File: src/rtl/pedal_mem_pkg.sv
// Shared definitions for the pedal's SPI SRAM record/playback paths.
// Holds the opcodes, the frame geometry and the common reader/writer state enum.
package pedal_mem_pkg;

    localparam logic [7:0] CMD_READ   = 8'h03;
    localparam logic [7:0] CMD_WRITE  = 8'h02;
    localparam int         ADDR_W     = 24;
    localparam int         SAMPLE_W   = 16;
    localparam int         FRAME_BITS = 8 + ADDR_W + SAMPLE_W;

    typedef enum logic [2:0] {
        ST_IDLE,
        ST_CS_SETUP,
        ST_SHIFT,
        ST_CS_HOLD,
        ST_DESELECT,
        ST_PRESENT
    } mem_state_t;

endpackage

File: src/rtl/spi_sck_div.sv
// Half-period tick generator for the SPI clock.
// Ticks alternate rise/fall, starting with a rise, and restart whenever disabled.
module spi_sck_div #(
    parameter int CLK_DIV = 2
) (
    input  logic clk,
    input  logic rst_n,
    input  logic en,
    output logic rise_tick,
    output logic fall_tick
);

    localparam int CNT_W = (CLK_DIV > 1) ? $clog2(CLK_DIV) : 1;

    logic [CNT_W-1:0] cnt;
    logic             phase;
    logic             tick;

    assign tick      = en && (cnt == CNT_W'(CLK_DIV - 1));
    assign rise_tick = tick && !phase;
    assign fall_tick = tick && phase;

    // NOTE: sequential state uses non-blocking assignments and an async active-low reset.
    always_ff @(posedge clk or negedge rst_n) begin
        if (!rst_n) begin
            cnt   <= '0;
            phase <= 1'b0;
        end else if (!en) begin
            cnt   <= '0;
            phase <= 1'b0;
        end else if (tick) begin
            cnt   <= '0;
            phase <= !phase;
        end else begin
            cnt <= cnt + 1'b1;
        end
    end

endmodule

File: src/rtl/spi_loop_reader.sv
// Loop playback reader: one standalone SPI READ frame per 16-bit sample,
// presented on a single-buffered valid/ready stream, address wrapping inside latched bounds.
module spi_loop_reader #(
    parameter int         SAMPLE_W = pedal_mem_pkg::SAMPLE_W,
    parameter int         ADDR_W   = pedal_mem_pkg::ADDR_W,
    parameter int         CLK_DIV  = 2,
    parameter logic [7:0] CMD_READ = pedal_mem_pkg::CMD_READ
) (
    input  logic                clk,
    input  logic                rst_n,
    input  logic                start,
    input  logic                stop,
    input  logic [ADDR_W-1:0]   loop_start_addr,
    input  logic [ADDR_W-1:0]   loop_end_addr,
    output logic [SAMPLE_W-1:0] sample_data,
    output logic                sample_valid,
    input  logic                sample_ready,
    output logic                wrap,
    output logic                busy,
    output logic                spi_cs_n,
    output logic                spi_sck,
    output logic                spi_mosi,
    input  logic                spi_miso
);

    import pedal_mem_pkg::*;

    localparam int FRAME_W = 8 + ADDR_W + SAMPLE_W;
    localparam int BIT_W   = $clog2(FRAME_W + 1);
    localparam int CNT_W   = (CLK_DIV > 1) ? $clog2(CLK_DIV) : 1;

    mem_state_t          state, state_next;
    logic [ADDR_W-1:0]   start_l, end_l, addr;
    logic [ADDR_W-1:0]   start_even, end_even, next_addr, frame_addr;
    logic [FRAME_W-2:0]  tx;
    logic [SAMPLE_W-1:0] rx;
    logic [BIT_W-1:0]    fall_cnt;
    logic [CNT_W-1:0]    ds_cnt;
    logic                stop_req;
    logic                rise_tick, fall_tick, div_en;
    logic                launch, handshake, stopping, load_frame;
    logic                shift_done, sck_rise, sck_fall, hold_done, ds_done;

    assign start_even = loop_start_addr & ~ADDR_W'(1);
    assign end_even   = loop_end_addr & ~ADDR_W'(1);
    assign next_addr  = (addr == end_l) ? start_l : addr + ADDR_W'(2);
    assign frame_addr = launch ? start_even : next_addr;

    assign launch     = (state == ST_IDLE) && start && !stop;
    assign handshake  = (state == ST_PRESENT) && sample_valid && sample_ready;
    assign stopping   = stop || stop_req;
    assign load_frame = launch || (handshake && !stopping);

    // The tick after the 48th falling edge closes the last low half-period.
    assign shift_done = (state == ST_SHIFT) && rise_tick && (fall_cnt == BIT_W'(FRAME_W));
    assign sck_rise   = rise_tick && ((state == ST_CS_SETUP) || ((state == ST_SHIFT) && !shift_done));
    assign sck_fall   = fall_tick && (state == ST_SHIFT);
    assign hold_done  = (state == ST_CS_HOLD) && (rise_tick || fall_tick);
    assign ds_done    = ds_cnt == CNT_W'(CLK_DIV - 1);

    assign div_en = (state == ST_CS_SETUP) || (state == ST_SHIFT) || (state == ST_CS_HOLD);
    assign busy   = (state != ST_IDLE);

    spi_sck_div #(.CLK_DIV(CLK_DIV)) u_sck_div (
        .clk       (clk),
        .rst_n     (rst_n),
        .en        (div_en),
        .rise_tick (rise_tick),
        .fall_tick (fall_tick)
    );

    always_ff @(posedge clk or negedge rst_n) begin
        if (!rst_n) state <= ST_IDLE;
        else        state <= state_next;
    end

    // NOTE: state_next is defaulted before the case so no latch is inferred.
    always_comb begin
        state_next = state;
        case (state)
            ST_IDLE:     if (launch)     state_next = ST_CS_SETUP;
            ST_CS_SETUP: if (rise_tick)  state_next = ST_SHIFT;
            ST_SHIFT:    if (shift_done) state_next = ST_CS_HOLD;
            ST_CS_HOLD:  if (hold_done)  state_next = ST_DESELECT;
            ST_DESELECT: if (ds_done)    state_next = ST_PRESENT;
            ST_PRESENT:  if (handshake)  state_next = stopping ? ST_IDLE : ST_CS_SETUP;
            default:                     state_next = ST_IDLE;
        endcase
    end

    always_ff @(posedge clk or negedge rst_n) begin
        if (!rst_n) begin
            start_l      <= '0;
            end_l        <= '0;
            addr         <= '0;
            tx           <= '0;
            rx           <= '0;
            fall_cnt     <= '0;
            ds_cnt       <= '0;
            stop_req     <= 1'b0;
            sample_data  <= '0;
            sample_valid <= 1'b0;
            wrap         <= 1'b0;
            spi_cs_n     <= 1'b1;
            spi_sck      <= 1'b0;
            spi_mosi     <= 1'b0;
        end else begin
            wrap   <= 1'b0;
            ds_cnt <= (state == ST_DESELECT) ? ds_cnt + 1'b1 : '0;

            if (state == ST_IDLE) stop_req <= 1'b0;
            else if (stop)        stop_req <= 1'b1;

            if (launch) begin
                start_l <= start_even;
                end_l   <= end_even;
                addr    <= start_even;
            end

            if (load_frame) begin
                tx       <= {CMD_READ[6:0], frame_addr, {SAMPLE_W{1'b0}}};
                spi_mosi <= CMD_READ[7];
                spi_cs_n <= 1'b0;
                fall_cnt <= '0;
            end

            if (sck_rise) begin
                spi_sck <= 1'b1;
                rx      <= {rx[SAMPLE_W-2:0], spi_miso};
            end

            // Data bits shift out as zeros behind the address.
            if (sck_fall) begin
                spi_sck  <= 1'b0;
                fall_cnt <= fall_cnt + 1'b1;
                spi_mosi <= tx[FRAME_W-2];
                tx       <= {tx[FRAME_W-3:0], 1'b0};
            end

            if (hold_done) begin
                spi_cs_n    <= 1'b1;
                sample_data <= rx;
            end

            if ((state == ST_DESELECT) && ds_done) sample_valid <= 1'b1;

            if (handshake) begin
                sample_valid <= 1'b0;
                addr         <= next_addr;
                wrap         <= (addr == end_l);
            end
        end
    end

endmodule
File: config.mk
export PLATFORM = sky130hd
export DESIGN_NAME = spi_loop_reader
export DESIGN_NICKNAME = d
export VERILOG_FILES = /design/src/rtl/pedal_mem_pkg.sv /design/src/rtl/spi_sck_div.sv /design/src/rtl/spi_loop_reader.sv
export SDC_FILE = /design/constraint.sdc
export NUM_CORES = 1
export LEC_CHECK = 0
export BUFFER_PORTS_ARGS = -buffer_cell sky130_fd_sc_hd__buf_2
export CORE_MARGIN = 8
export CORE_UTILIZATION = 40
export CTS_BUF_LIST = sky130_fd_sc_hd__clkbuf_8
export DETAILED_ROUTE_END_ITERATION = 8
export PLACE_DENSITY = 0.62
export SYNTH_ARGS = -nofsm -noshare
export SYNTH_HDL_FRONTEND = slang
export SYNTH_HIERARCHICAL = 1
export SYNTH_SLANG_ARGS = --single-unit
File: constraint.sdc
create_clock -name clk -period 3.54 [get_ports clk]
set_input_delay 0.177 -clock clk [delete_from_list [all_inputs] [get_ports clk]]
set_output_delay 0.177 -clock clk [all_outputs]
set_load 0.03 [all_outputs]
==> impl_metrics.toml <==
[run_status]
status = "finished clean"

[pwr]
switching_share_pct = 27.4
power_leakage_nw = 4.45
total_power_mw = 3.23
p_int_mw = 2.34
p_per_area_nw_per_um2 = 357
peakVddDrop_mv = 0.227
p_switching_uw = 885
p_clk_share_pct = 42.2
seqPwrFrac_pct = 53.8
power_frac_comb_pct = 4.0

[die]
ios = 76
rows = 50
die-area_um2 = 23400
die_w_um = 153
start_util_pct = 40.5
die_h_um = 153
coreArea_um2 = 18600

[timing]
grt_setup_unrepaired = "no"
fmax_mhz = 383
fin_crit_ns = 2.61
drv_slew = 0
relSlewSlack_pct = 38.7
tightestPinTransition_ns = 0.918
post-route-period-util_pct = 73.8
finalHoldViolations = 0
setup_viol = 0
skew_ns = 0.0160
finalSetupTns_ns = 0

[worst_setup_path]
startpoint_type = "flip-flop"
cp.required_ns = 3.89
path_class = "flip-flop to flip-flop"
critPathCaptureType = "flip-flop"
cp.arrival_ns = 2.97
path_max_fanout = 18

[synthesis]
yosysSeqAreaShare_pct = 50.3
ys.flop_type = "dfrtp_1"
syn_inst = 775
synth_cell_types = 53
syn-num-nets = 832
syn_area_um2 = 7520
synth-seq-cells = 151
syn_area_per_cell_um2 = 9.70
synth-edff-count = 0
ys_warn_count = 6
async_reset_ff_share_pct = 100

[global_route]
gr-usage-all-layers_pct = 17.3
grt_pass1_vias = 6343
grt_overflow = 0
grt_pass1_wl_um = 33400
grt_max_degree = 85
antenna_found_initial = 0

[clocking]
insertion_delay_ns = 0.47
cts_sinks = 151
clock_path_buffers = 2
cts_tree = "built"
root_buffer = "clkbuf_8"
numCtsBuffers = 17
cts-htree-levels = 4
clk_pin_slew_ns = 0.10

[job]
drv_cap = 0

[worst_hold_path]
hold_path.class = "input port to flip-flop"

[drt]
drt-pass1-iter-count = 8
avgViaCountPerCell = 5.57
remaining_drc_errors = 0
ant_nets = 0
wl_per_cell_um = 17.6
num_vias = 6239
routed_wl_um = 19700
first_iter_violations = 483

[finish]
fin_nets = 930
n_fill_cell = 1740
n_antenna_cell = 0
multi_input_area_um2 = 3460
syn_to_final_growth_pct = 20.2
layout-drive-gt1-share_pct = 19.4
register_area_um2 = 3780

[placed_design]
port_buffers = 73
gp_congestion = 0.807
place_hpwl_um = 12900
-- synthesized netlist by cell type (all sizes together), types with 4 or more instances --
cell type | instances | share of area (%)
o31ai | 21 | 2.1
nor2b | 4 | 0.33
a21boi | 4 | 0.40
nor2 | 19 | 0.95
a22o | 9 | 1.0
o21a | 4 | 0.40
a22oi | 26 | 2.6
mux2 | 32 | 4.8
clkbuf | 46 | 2.3
and3 | 4 | 0.35
o211ai | 22 | 2.2
nand2 | 163 | 8.1
nor3 | 30 | 2.0
buf | 19 | 1.2
xnor2 | 5 | 0.58
a222oi | 22 | 2.9
and2 | 6 | 0.50
nand4 | 26 | 2.4
o21ai | 25 | 1.7
inv | 7 | 0.35
nor4 | 9 | 0.75
a21oi | 19 | 1.3
nand3 | 23 | 1.5
or3 | 4 | 0.33
xor2 | 35 | 4.1
a21o | 5 | 0.50
dfrtp | 150 | 50
-- routing by layer --
metal / wire length [um] / up-vias / GRT usage, %
li1: - / 3025 / -
met1: 9360 / 2977 / 24.2
met2: 8800 / 210 / 26.2
met3: 1210 / 27 / 3.13
met4: 361 / 0 / 6.64
met5: 0 / - / 0
-- timing repair --
item                       in CTS  in global routing
hold buffers                   49                  0
setup endpoints to repair       0                  0
setup buffers                   0                  0
hold endpoints to repair      138                  0
resized for setup               0                  0
-- power groups by stage --
stage	combinational, mW	sequential, mW	clock, mW
final	0.129	1.74	1.36
after global routing	0.144	1.74	1.46
after CTS	0.133	1.74	1.39
after detailed placement	0.0899	1.77	0
after global placement	0.0898	1.77	0
after floorplan	0.00921	1.77	0
-- path summary, 6_finish.rpt --
kind | startpoint | endpoint | slack (ns) | cells after the start
setup / recovery | addr[17] | addr[14] | 0.93 | 6
hold / removal | sample_ready | sample_valid | 0.03 | 4
setup reg to reg | addr[17] | addr[14] | 0.93 | 6
hold reg to reg | ds_cnt | ds_cnt | 0.47 | 1
max in group asynchronous | rst_n | addr[18] | 2.37 | 3
min in group asynchronous | rst_n | sample_data[0] | 0.26 | 2
-- registers in the layout (all words and copies together) (netlist names) --
register         flops
spi_cs_n             1
rx                  16
spi_sck              1
stop_req             1
addr                24
tx                  31
u_sck_div/phase      1
u_sck_div/cnt        1
sample_data         16
end_l               23
start_l             23
state                3
spi_mosi             1
sample_valid         1
wrap                 1
fall_cnt             6
ds_cnt               1
-- cell usage in the layout, fill, tap and decap left out, types with 5 or more instances in the layout --
cell type      count
mux2_2            32
buf_2             72
clkbuf_8          17
and2_1             5
dlygate4sd3_1     49
buf_4             20
nor2_1            18
o21ai_0           24
dfrtp_1          150
xnor2_1            5
o31ai_1           21
clkinv_8           6
a22oi_1           26
a21oi_1           19
a222oi_1          22
o211ai_1          22
xor2_1            35
nand4_1           24
inv_1              7
a22o_1             9
nand2_1          163
a21o_1             5
inv_8              5
nand3_1           23
nor4_1             9
nor3_1            29
-- through the flow --
step                      area, um2  cells  hold slack, ns  util (%)  setup WS [ns]
after floorplan                7520    775          -0.119         -           1.06
after global placement         8120   1039           0.223      43.7          0.994
after detailed placement       8120   1039           0.223      43.7          0.963
after CTS                      9030   1120         0.00170      48.6          0.913
after global routing           9030   1120          0.0585      48.6          0.751
final                          9030   1120          0.0265      48.6          0.926
-- kinds of logic after synthesis --
logic type | share of synthesized area, %
adders and majority gates | 0.499
muxes | 4.79
and+or+nand+nor | 18.7
AOI/OAI and AO/OA | 17.2
xor gates and xnor gates | 4.66
buffers and inverters | 3.86
DFF | 50.3
-- worst max-delay path, stage by stage, from the launching register on --
cell     delay, ns
dfrtp_1       0.49
xor2_1        0.18
nor4_1        0.39
and4_1        0.77
buf_4         0.33
a21oi_1       0.09
o31ai_1       0.24
-- layout make-up --
type | instances | area share (%)
Clock buffer | 17 | 2.59
Clock inverter | 15 | 2.06
Sequential cell | 151 | 41.8
Tap cell | 234 | 3.24
Timing Repair Buffer | 144 | 11.6
Inverter | 7 | 0.291
Multi-Input combinational cell | 552 | 38.3
Note: power is estimated with default switching activity, not from simulation.
